==> src/rtl/led_stretch_pkg.sv <==
// Shared constants and helpers for the led_stretch output pulse stretcher.
package led_stretch_pkg;

    localparam logic [1:0] S_IDLE = 2'd0;
    localparam logic [1:0] S_ON   = 2'd1;
    localparam logic [1:0] S_GAP  = 2'd2;

    localparam int DROP_W = 8;

    // Smallest w with 2**w >= value; callers always pass value >= 2.
    function automatic int clog2(input int value);
        int w;
        w = 0;
        for (int i = 0; i < 31; i++) begin
            if ((32'sd1 <<< i) < value) begin
                w = i + 1;
            end else begin
                w = w;
            end
        end
        return w;
    endfunction

    function automatic int max2(input int a, input int b);
        if (a > b) begin
            return a;
        end else begin
            return b;
        end
    endfunction

endpackage

==> src/rtl/led_stretch_ch.sv <==
// One led_stretch channel: IDLE/ON/GAP timer with a one-deep pending event.
// Optional per-channel drop counter under LED_STRETCH_DROP_CNT_EN.
module led_stretch_ch
    import led_stretch_pkg::*;
#(
    parameter int HOLD = 8,
    parameter int GAP  = 4
) (
    input  logic              clk_i,
    input  logic              rst_i,
    input  logic              pulse_i,
`ifdef LED_STRETCH_DROP_CNT_EN
    input  logic              drop_clr_i,
    output logic [DROP_W-1:0] drop_cnt_o,
`endif
    output logic              busy_o,
    output logic              on_d_o
);

    localparam int              CW       = clog2(max2(HOLD, GAP) + 1);
    localparam logic [CW-1:0]   HOLD_LD  = CW'(HOLD - 1);
    localparam logic [CW-1:0]   GAP_LD   = CW'(GAP - 1);
    localparam logic [CW-1:0]   CNT_ZERO = {CW{1'b0}};
    localparam logic [CW-1:0]   CNT_ONE  = CW'(1'b1);

    logic [1:0]    state_q, state_d;
    logic [CW-1:0] cnt_q, cnt_d;
    logic          pend_q, pend_d;
    logic          cnt_zero_s;

    assign cnt_zero_s = (cnt_q == CNT_ZERO);

    // Next-state logic; a pulse in the last GAP cycle restarts ON directly.
    always_comb begin
        state_d = state_q;
        cnt_d   = cnt_q;
        pend_d  = pend_q;
        case (state_q)
            S_IDLE: begin
                if (pulse_i) begin
                    state_d = S_ON;
                    cnt_d   = HOLD_LD;
                end else begin
                    state_d = S_IDLE;
                end
            end
            S_ON: begin
                if (cnt_zero_s) begin
                    state_d = S_GAP;
                    cnt_d   = GAP_LD;
                end else begin
                    cnt_d = cnt_q - CNT_ONE;
                end
                pend_d = pend_q | pulse_i;
            end
            S_GAP: begin
                if (!cnt_zero_s) begin
                    cnt_d  = cnt_q - CNT_ONE;
                    pend_d = pend_q | pulse_i;
                end else if (pend_q || pulse_i) begin
                    state_d = S_ON;
                    cnt_d   = HOLD_LD;
                    pend_d  = 1'b0;
                end else begin
                    state_d = S_IDLE;
                end
            end
            default: begin
                state_d = S_IDLE;
                cnt_d   = CNT_ZERO;
                pend_d  = 1'b0;
            end
        endcase
    end

    // State, counter and pending registers.
    always_ff @(posedge clk_i) begin
        if (rst_i) begin
            state_q <= S_IDLE;
            cnt_q   <= CNT_ZERO;
            pend_q  <= 1'b0;
        end else begin
            state_q <= state_d;
            cnt_q   <= cnt_d;
            pend_q  <= pend_d;
        end
    end

    assign busy_o = (state_q != S_IDLE) | pend_q;
    assign on_d_o = (state_d == S_ON);

`ifdef LED_STRETCH_DROP_CNT_EN
    logic              drop_s;
    logic [DROP_W-1:0] drop_q;

    // pend_q is only ever set outside IDLE, so any pulse against it is a drop.
    assign drop_s = pulse_i & pend_q;

    // Saturating drop counter; clear wins over a same-cycle increment.
    always_ff @(posedge clk_i) begin
        if (rst_i) begin
            drop_q <= {DROP_W{1'b0}};
        end else if (drop_clr_i) begin
            drop_q <= {DROP_W{1'b0}};
        end else if (drop_s && (drop_q != {DROP_W{1'b1}})) begin
            drop_q <= drop_q + DROP_W'(1'b1);
        end else begin
            drop_q <= drop_q;
        end
    end

    assign drop_cnt_o = drop_q;
`endif

endmodule

==> src/rtl/led_stretch.sv <==
// led_stretch top: NCH pulse stretchers, level OR-in and polarity on a registered pin drive.
// Optional drop counters (drop_clr / drop_cnt ports) under LED_STRETCH_DROP_CNT_EN.
module led_stretch
    import led_stretch_pkg::*;
#(
    parameter int NCH      = 4,
    parameter bit polarity = 1'b1,
    parameter int HOLD     = 2500000,
    parameter int GAP      = 1250000
) (
    input  logic                  clk,
    input  logic                  rst,
    input  logic [NCH-1:0]        pulse_in,
    input  logic [NCH-1:0]        level_in,
    output logic [NCH-1:0]        hw_out,
    output logic [NCH-1:0]        busy
`ifdef LED_STRETCH_DROP_CNT_EN
    ,
    input  logic                  drop_clr,
    output logic [NCH*DROP_W-1:0] drop_cnt
`endif
);

    logic [NCH-1:0] on_d_s;
    logic [NCH-1:0] busy_s;
    logic [NCH-1:0] hw_out_d;
    logic [NCH-1:0] hw_out_q;

    for (genvar g = 0; g < NCH; g++) begin : g_ch
        led_stretch_ch #(
            .HOLD (HOLD),
            .GAP  (GAP)
        ) u_ch (
            .clk_i      (clk),
            .rst_i      (rst),
            .pulse_i    (pulse_in[g]),
`ifdef LED_STRETCH_DROP_CNT_EN
            .drop_clr_i (drop_clr),
            .drop_cnt_o (drop_cnt[g*DROP_W +: DROP_W]),
`endif
            .busy_o     (busy_s[g]),
            .on_d_o     (on_d_s[g])
        );
    end

    // Built from next-state and raw level_in so the pin register doubles as level_r.
    always_comb begin
        if (polarity) begin
            hw_out_d = level_in | on_d_s;
        end else begin
            hw_out_d = ~(level_in | on_d_s);
        end
    end

    // Pin drive register; reset forces the inactive level.
    always_ff @(posedge clk) begin
        if (rst) begin
            hw_out_q <= polarity ? {NCH{1'b0}} : {NCH{1'b1}};
        end else begin
            hw_out_q <= hw_out_d;
        end
    end

    assign hw_out = hw_out_q;
    assign busy   = busy_s;

endmodule

==> config.mk <==
export PLATFORM = sky130hd
export DESIGN_NAME = led_stretch
export DESIGN_NICKNAME = d
export VERILOG_FILES = /design/src/rtl/led_stretch_pkg.sv /design/src/rtl/led_stretch_ch.sv /design/src/rtl/led_stretch.sv
export SDC_FILE = /design/constraint.sdc
export NUM_CORES = 1
export LEC_CHECK = 0
export BUFFER_PORTS_ARGS = -buffer_cell sky130_fd_sc_hd__buf_2
export CORE_UTILIZATION = 28
export DETAILED_ROUTE_END_ITERATION = 10
export PLACE_DENSITY_LB_ADDON = 0.1
export SLEW_MARGIN = 25
export SYNTH_ARGS = -nofsm -noshare
export SYNTH_HDL_FRONTEND = slang
export SYNTH_HIERARCHICAL = 1
export SYNTH_SLANG_ARGS = --single-unit
==> constraint.sdc <==
create_clock -name clk -period 4 [get_ports clk]
set_clock_uncertainty 0.1 [all_clocks]
set_input_delay 0.2 -clock clk [delete_from_list [all_inputs] [get_ports clk]]
set_output_delay 0.2 -clock clk [all_outputs]
set_load 0.02 [all_outputs]
Yosys cells after proc, flatten, opt, wreduce, memory -nomap -nowiden:

Cells that the tools add are included.

* register bits: 104
* input port bits: 10
* logic and storage cells: 126
* output and inout bits: 8

* bitwise operators: 13
* add/sub/neg operators: 4
* reduce and logical (&&, ||, !) cells: 24
* multiplexer cells: 52
* eq/ne operators: 20

Operators with widths (count)
* 22-bit two-way mux: 16
* 22-bit one-hot mux with 3 select lines: 4
* 22-bit zero test: 4
* 22-bit by 1-bit subtractor with 22-bit output, second input constant: 4
* 2-bit one-hot mux with 3 select lines: 4
* 2-bit by 1-bit equality test with 1-bit output, second input constant: 8
* 1-bit two-way mux: 16
* 2-bit two-way mux: 8
* 2-bit AND reduction: 8
* 3-bit != test, second input constant: 4
* 1-bit one-hot mux with 3 select lines: 4
* 2-bit equality test, second input constant: 4
* 2-bit zero test: 4
* 2-bit != test, second input constant: 4
* 1-bit OR: 8
* 2-bit nonzero test: 4
* 1-bit logical OR: 4
* 1-bit NOT: 4
* 4-bit OR: 1

Logic depth before layout (Yosys ltp):

Gate-level depths: netlist of run 1.

* depth after elaboration: 6
* gate-level depth with buffers: 10
* depth with buffers taken out: 9

Hierarchy:

Netlist of run 1, hierarchy kept.

By module, submodules not included
* led_stretch_ch at g_ch[0].u_ch ...: area each 1665.3 um^2, seq. area each 500.5 um^2, cells an instance 226, times used 2
* led_stretch_ch at g_ch[3].u_ch: area each 1729.2 um^2, seq. area each 500.5 um^2, cells an instance 217, times used 1
* led_stretch_ch at g_ch[2].u_ch: area each 1700.4 um^2, seq. area each 500.5 um^2, cells an instance 225, times used 1
* led_stretch: area each 120.1 um^2, seq. area each 80.1 um^2, cells an instance 8, times used 1

Worst setup path after synthesis of run 1:

OpenSTA, ideal clock, no wires.

* path type: reg-to-reg
* start point: register g_ch[0].u_ch.cnt_q[0]
* end point: register g_ch[0].u_ch.cnt_q[21]
* data arrival time: 2.566 ns
* data required time: 3.779 ns
* library setup time: 0.121 ns
* period minus slack after synthesis: 2.787 ns
* setup slack: 1.213 ns
* path buffers: 1
* stages on the path, launching flop included: 10
* path through: dfxtp_1 -> inv_1 -> ha_1 -> or4b_1 -> buf_2 -> or4b_4 -> or4_4 -> a22o_1 -> a31oi_1 -> o21ai_1

* longest elaborated chain between the ends: 3
* elaborated cells on any way between the ends: 7
* classes of those cells: 1 x add/sub; 1 x eq/ne; 3 x mux; 2 x reduce/logical

RTL lines
* start, declared: line led_stretch_ch.sv:27 `logic [CW-1:0] cnt_q, cnt_d;`
* start signal, assigned: line led_stretch_ch.sv:84 `cnt_q <= cnt_d;`
* 22-bit by 1-bit subtractor with 22-bit output / 22-bit zero test (equally long branches): line led_stretch_ch.sv:52, led_stretch_ch.sv:58, led_stretch_ch.sv:31
* 22-bit two-way mux, or another cell as far along: line led_stretch_ch.sv:57 `if (!cnt_zero_s) begin`
* 22-bit one-hot mux with 3 select lines / 2-bit AND reduction (equally long branches)

Several ways; a longest one is shown, not always the timed one.
A chain may end at the register's enable or synchronous reset.

Final worst setup path of run 1:

* start point: register g_ch[1].u_ch.cnt_q[9]
* end point: register g_ch[1].u_ch.cnt_q[21]

* longest elaborated chain between the ends: 3
* elaborated cells on any way between the ends: 7
* classes of those cells: 1 x add/sub; 1 x eq/ne; 3 x mux; 2 x reduce/logical

RTL lines (line)
* start, declared: led_stretch_ch.sv:27
* start signal, assigned: led_stretch_ch.sv:84
* 22-bit by 1-bit subtractor with 22-bit output / 22-bit zero test (equally long branches): led_stretch_ch.sv:52, led_stretch_ch.sv:58, led_stretch_ch.sv:31
* 22-bit two-way mux, or another cell as far along: led_stretch_ch.sv:57
* 22-bit one-hot mux with 3 select lines / 2-bit AND reduction (equally long branches)

Several ways; a longest one is shown, not always the timed one.

==> flow_metrics.tcl, run 1 <==
set metrics [dict create \
    drive_gt1_share_pct 8.00 \
    port_buffers 17 \
    routedWlPerCell_um 16.7 \
    timing.final.crit_share_pct 80.0 \
    arrival_ns 3.39 \
    synth.avg_cell_area_um2 7.63 \
    route.detailed.drc 0 \
    status "finished clean" \
    synthArstFlopShare_pct 0 \
    via_count 6789 \
    n_antenna_cell 0 \
    fin_ws_ns 0.799 \
    drtPass1Iterations 5 \
    finalSetupTns_ns 0 \
    seq_area_frac_synth_pct 30.3 \
    clk_path_buf_depth 2 \
    worst_setup_path_start_kind "flip-flop" \
    critical_path.cell_chain "or3_1 -> or3_1 -> o41a_1 -> nor2_1 -> a31oi_1 -> o21ai_1" \
    post_cts_buffers 0 \
    crit_buf_inv 0 \
    fin_nets 929 \
    path_delay_family "simple AND/OR/NAND/NOR gates" \
    grt_pass1_wl_mm 33.6 \
    crit_required_ns 4.19 \
    io_pins 18 \
    rows 56 \
    ys_ff_latch 104 \
    grt_max_degree 26 \
    die_h_um 159 \
    power_per_cell_area_mw_per_mm2 376 \
    slowest_stage "o41a_1" \
    ys_warn_count 6 \
    synth-edff-count 0 \
    crit_path_end_kind "flip-flop" \
    core-area_mm2 0.0238 \
    hold_depth 3 \
    grtUsageTotal_pct 16.2 \
    start_util_pct 29.0 \
    antenna_found_initial 0 \
    ys.flop_type "dfxtp_1" \
    cts_buffers 9 \
    p_total_uw 2830 \
    clock-sinks 104 \
    r2r_cells 6 \
    ant_nets 0 \
    die_area_mm2 0.0252 \
    final_cells 1219 \
    use_met1_pct 22.0 \
    syn_nets 935 \
    cts.hold.buffers_added 4 \
    hpwl_mm 14.3 \
    dp_cells 1200 \
    die_x_um 159 \
    tightest_slew_ns 0.958 \
    worstHoldPathType "in2reg" \
    netlist_area_mm2 0.00688 \
    criticalPathCategory "reg2reg" \
    clk-insertion-delay-late_ns 0.36 \
    rsz0062_at_grt "false" \
    grt_use_met3_pct 2.90 \
    drtIter0Drc 479 \
    hold_viol 0 \
    cts_resized 0 \
    path_clk_slew_ns 0.07 \
    gp_congestion 0.793 \
    ir_worst_vdd_mv 0.201 \
    grt_overflow 0 \
    cts-htree-levels 3 \
    ys_top_cells_by_area "dfxtp_1, a21oi_1, nand2_1" \
    setup_viol_count_final 0 \
    via_per_inst 5.57 \
    area_growth_pct 9.33 \
    cp_max_fo 18 \
    regArea_mm2 0.00208 \
    max-slew-margin-rel_pct 35.8 \
    synth_top_area_share_pct 30.3 \
    synth_cell_types 82 \
    cp_num_cells 6 \
    max-cap-violations 0 \
    yosysTopAreaCell "dfxtp_1" \
    power.leakage_uw 0.00272 \
    multi_input_area_mm2 0.00450 \
    use_met2_pct 26.0 \
    grt.busiest_layer "met2" \
    slew_viol_final 0 \
    cpMostUsedCell "or3_1" \
    max_freq_mhz 312 \
    syn_inst 902 \
    cts_tree "built" \
    post-place-ws_ns 0.802 \
    max_stage_delay_ns 0.69 \
    grt_pass1_vias 6367 \
    period_minus_slack_ns 3.20 \
    drt_wl_total_mm 20.4 \
    root_buffer "clkbuf_16" \
    fillers 2529 \
]
-- synth_stat cells (17+ instances only) --
| master | instances |
|---|---|
| clkbuf_1 | 34 |
| nor4_1 | 21 |
| nor2_1 | 87 |
| ha_1 | 23 |
| o21ai_0 | 58 |
| nand2_1 | 92 |
| dfxtp_1 | 104 |
| nor3_1 | 62 |
| o31ai_1 | 17 |
| a21oi_1 | 80 |
| inv_1 | 25 |
| or3_1 | 23 |
-- worst min-delay path, cell delays in order --
cell and delay [ns]:
buf_2 0.14, nand3_1 0.12, nand3_1 0.08
-- kinds of logic after synthesis --
family | share of synthesized area [%]
flops | 30.3
fa+ha+maj | 4.18
mux | 0.873
compound gates | 28.3
xor+xnor | 1.53
simple gates | 30.5
buf+inv | 4.36
-- metal layers --
metal	part of all wire [%]	vias to the layer above
li1	-	3369
met3	3.3	25
met4	1.3	0
met1	50	3252
met5	0	-
met2	45	143
-- metrics by stage --
step	area, um2	util (%)	hold slack [ns]
floorplan	6880	-	0.220
global placement	7220	30.4	0.308
detailed placement	7220	30.4	0.309
CTS	7520	31.7	0.121
global route	7520	31.7	0.139
finish	7520	31.7	0.128
-- flip-flops by register name, summed over array words and instances (netlist names) --
register           cells
g_ch.u_ch/cnt_q       88
g_ch.u_ch/pend_q       4
g_ch.u_ch/state_q      8
hw_out                 4
-- cell usage in the layout (no fill, tap or decap), types with 13 or more instances in the layout --
cell type / instances
o21ai_0: 58
nand3_1: 16
a31oi_1: 15
nand2b_1: 13
nor2_1: 87
inv_1: 25
nor3_1: 62
dfxtp_1: 104
buf_2: 17
ha_1: 23
a21oi_1: 80
or3_1: 23
nand2_1: 92
nor4_1: 21
or4_1: 13
o31ai_1: 17
-- power by group --
group	switching (uW)	internal [uW]
registers	107	1120
logic	480	276
clock network	425	420
total	1010	1810
-- cell type report --
type	instances	share of cell area (%)
multi-input combinational	727	59.8
clock buffer	10	3.04
inverter	25	1.25
sequential	104	27.7
tap	319	5.31
timing repair buffer	29	2.46
clock inverter	5	0.466
-- final timing paths --
path / startpoint / endpoint / slack, ns
hold reg to reg: g_ch[0].u_ch/cnt_q[13]$_SDFFE_PP0P_ / g_ch[0].u_ch/cnt_q[13]$_SDFFE_PP0P_ / 0.37
setup / recovery: g_ch[1].u_ch/cnt_q[9]$_SDFFE_PP0P_ / g_ch[1].u_ch/cnt_q[21]$_SDFFE_PP0P_ / 0.80
setup reg to reg: g_ch[1].u_ch/cnt_q[9]$_SDFFE_PP0P_ / g_ch[1].u_ch/cnt_q[21]$_SDFFE_PP0P_ / 0.80
hold / removal: pulse_in[3] / g_ch[3].u_ch/cnt_q[18]$_SDFFE_PP0P_ / 0.13
No activity file was read; power rests on OpenSTA's default activity.
==> run 2: changes to the inputs <==
clock period = 2.9 ns   (was 4 ns; I/O delays follow)
==> flow_metrics.tcl, run 2 (synthesis results as in run 1) <==
set metrics [dict create \
    area_growth_pct 15.7 \
    max-cap-violations 0 \
    crit_path_end_kind "flip-flop" \
    worst_setup_path_start_kind "flip-flop" \
    rsz0062_at_grt "false" \
    clk_path_buf_depth 2 \
    hpwl_mm 15.0 \
    io_pins 18 \
    slew_viol_final 0 \
    ir_worst_vdd_mv 0.246 \
    cts-htree-levels 3 \
    fin_ws_ns 0.0922 \
    hp-start "pulse_in[2]" \
    timing.final.crit_share_pct 96.8 \
    crit_required_ns 3.04 \
    grt_pass1_vias 6553 \
    ant_nets 0 \
    grt_max_degree 37 \
    gp_congestion 0.798 \
    worstReg2RegEnd "g_ch[1].u_ch/cnt_q[21]$_SDFFE_PP0P_" \
    drt_wl_total_mm 21.1 \
    post-place-ws_ns 0.0962 \
    tightest_slew_ns 0.742 \
    path_clk_slew_ns 0.07 \
    dp_cells 1246 \
    core-area_mm2 0.0238 \
    hold_viol 0 \
    cts_tree "built" \
    finalSetupTns_ns 0 \
    largest_register_ffs 88 \
    drtIter0Drc 475 \
    largest_register "g_ch.u_ch/cnt_q" \
    worstHoldPathType "in2reg" \
    mostFrequentLayoutCells "dfxtp_1, nand2_1, nor2_1" \
    drtPass1Iterations 7 \
    clock-sinks 104 \
    drive_gt1_share_pct 12.7 \
    routedWlPerCell_um 16.7 \
    port_buffers 17 \
    r2r_cells 8 \
    arrival_ns 2.95 \
    die_x_um 159 \
    grtUsageTotal_pct 16.8 \
    post_cts_buffers 0 \
    rows 56 \
    setup_viol_count_final 0 \
    period_minus_slack_ns 2.81 \
    die_area_mm2 0.0252 \
    cp_max_fo 6 \
    root_buffer "clkbuf_16" \
    final_cells 1266 \
    die_h_um 159 \
    antenna_found_initial 0 \
    power_per_cell_area_mw_per_mm2 536 \
    r2r-start "g_ch[1].u_ch/cnt_q[0]$_SDFFE_PP0P_" \
    start_util_pct 29.0 \
    route.detailed.drc 0 \
    r2r_slack_ns 0.09 \
    grt_pass1_wl_mm 35.1 \
    status "finished clean" \
    via_per_inst 5.46 \
    n_antenna_cell 0 \
    holdPathEnd "g_ch[2].u_ch/pend_q$_SDFFE_PP0P_" \
    max_freq_mhz 356 \
    worst_hold_slack_ns 0.0659 \
    reg_top3 "g_ch.u_ch/cnt_q x88, g_ch.u_ch/state_q x8" \
    criticalPathCategory "reg2reg" \
    grt_overflow 0 \
    hold_depth 3 \
    max-slew-margin-rel_pct 50.5 \
    power.leakage_uw 0.00297 \
    final_common_cell "dfxtp_1" \
    clk-insertion-delay-late_ns 0.35 \
    cts_buffers 9 \
    fin_nets 975 \
    via_count 6911 \
]
run 2: cell types whose count changed in the layout (fill, tap and decap cells not counted):
cell,change
buf_12,+1
dfxtp_1,-1
buf_4,+45
o21ai_2,-1
clkinv_4,-2
dfxtp_2,+1
o21ai_4,+1
bufinv_16,+3
run 2: worst max-delay path by stage:
stage | from | to | cells after the start
CTS | g_ch[0].u_ch/cnt_q[0]$_SDFFE_PP0P_ | g_ch[0].u_ch/cnt_q[21]$_SDFFE_PP0P_ | 8
global route | g_ch[0].u_ch/cnt_q[9]$_SDFFE_PP0P_ | hw_out[0]$_SDFF_PP0_ | 8
finish | g_ch[1].u_ch/cnt_q[0]$_SDFFE_PP0P_ | g_ch[1].u_ch/cnt_q[21]$_SDFFE_PP0P_ | 8
detailed placement | g_ch[0].u_ch/cnt_q[0]$_SDFFE_PP0P_ | g_ch[0].u_ch/cnt_q[21]$_SDFFE_PP0P_ | 8
floorplan | g_ch[0].u_ch/cnt_q[0]$_SDFFE_PP0P_ | g_ch[0].u_ch/cnt_q[21]$_SDFFE_PP0P_ | 9
global placement | g_ch[0].u_ch/cnt_q[0]$_SDFFE_PP0P_ | g_ch[0].u_ch/cnt_q[21]$_SDFFE_PP0P_ | 8
run 2: layer usage:
layer  GRT usage, %  share of wire (%)  up-vias
met5              0                  0        -
met4           4.55                1.1        0
met3           2.38                3.3       15
met2           26.5                 44      129
met1           23.7                 52     3300
li1               -                  -     3467
run 2: critical path, stage by stage, from the launching register on:
cell,delay [ns]
dfxtp_1,0.36
inv_1,0.09
ha_1,0.13
or4b_1,0.45
or4b_4,0.53
or4_4,0.55
a22o_1,0.22
a31oi_1,0.17
o21ai_1,0.09
run 2: layout make-up:
| type | count | area, um2 |
|---|---|---|
| fillers | 2559 | 15800 |
| multi-input cells | 727 | 4510 |
| flip-flops and latches | 104 | 2080 |
| repair buffers | 75 | 543 |
| well taps | 319 | 399 |
| clock buffers | 10 | 229 |
| clock inverters | 6 | 108 |
| inverters | 25 | 93.8 |
run 2: power by group:
group	switching, uW	internal (uW)	total [uW]
logic	694	459	1150
clock network	584	843	1430
registers	148	1540	1690
run 2: metrics by stage:
step / utilization [%] / area [um2] / power, uW
4_1_cts: 33.5 / 7950 / 4320
6_report: 33.5 / 7960 / 4270
3_5_place_dp: 31.9 / 7580 / 2850
3_3_place_gp: 31.9 / 7580 / 2870
2_1_floorplan: - / 6880 / 2480
5_1_grt: 33.5 / 7960 / 4530
run 2: repair_timing:
action	in CTS	in global routing
resized for setup	0	2
endpoints found under the hold margin	4	0
endpoints found under the setup margin	0	4
hold buffers	4	0
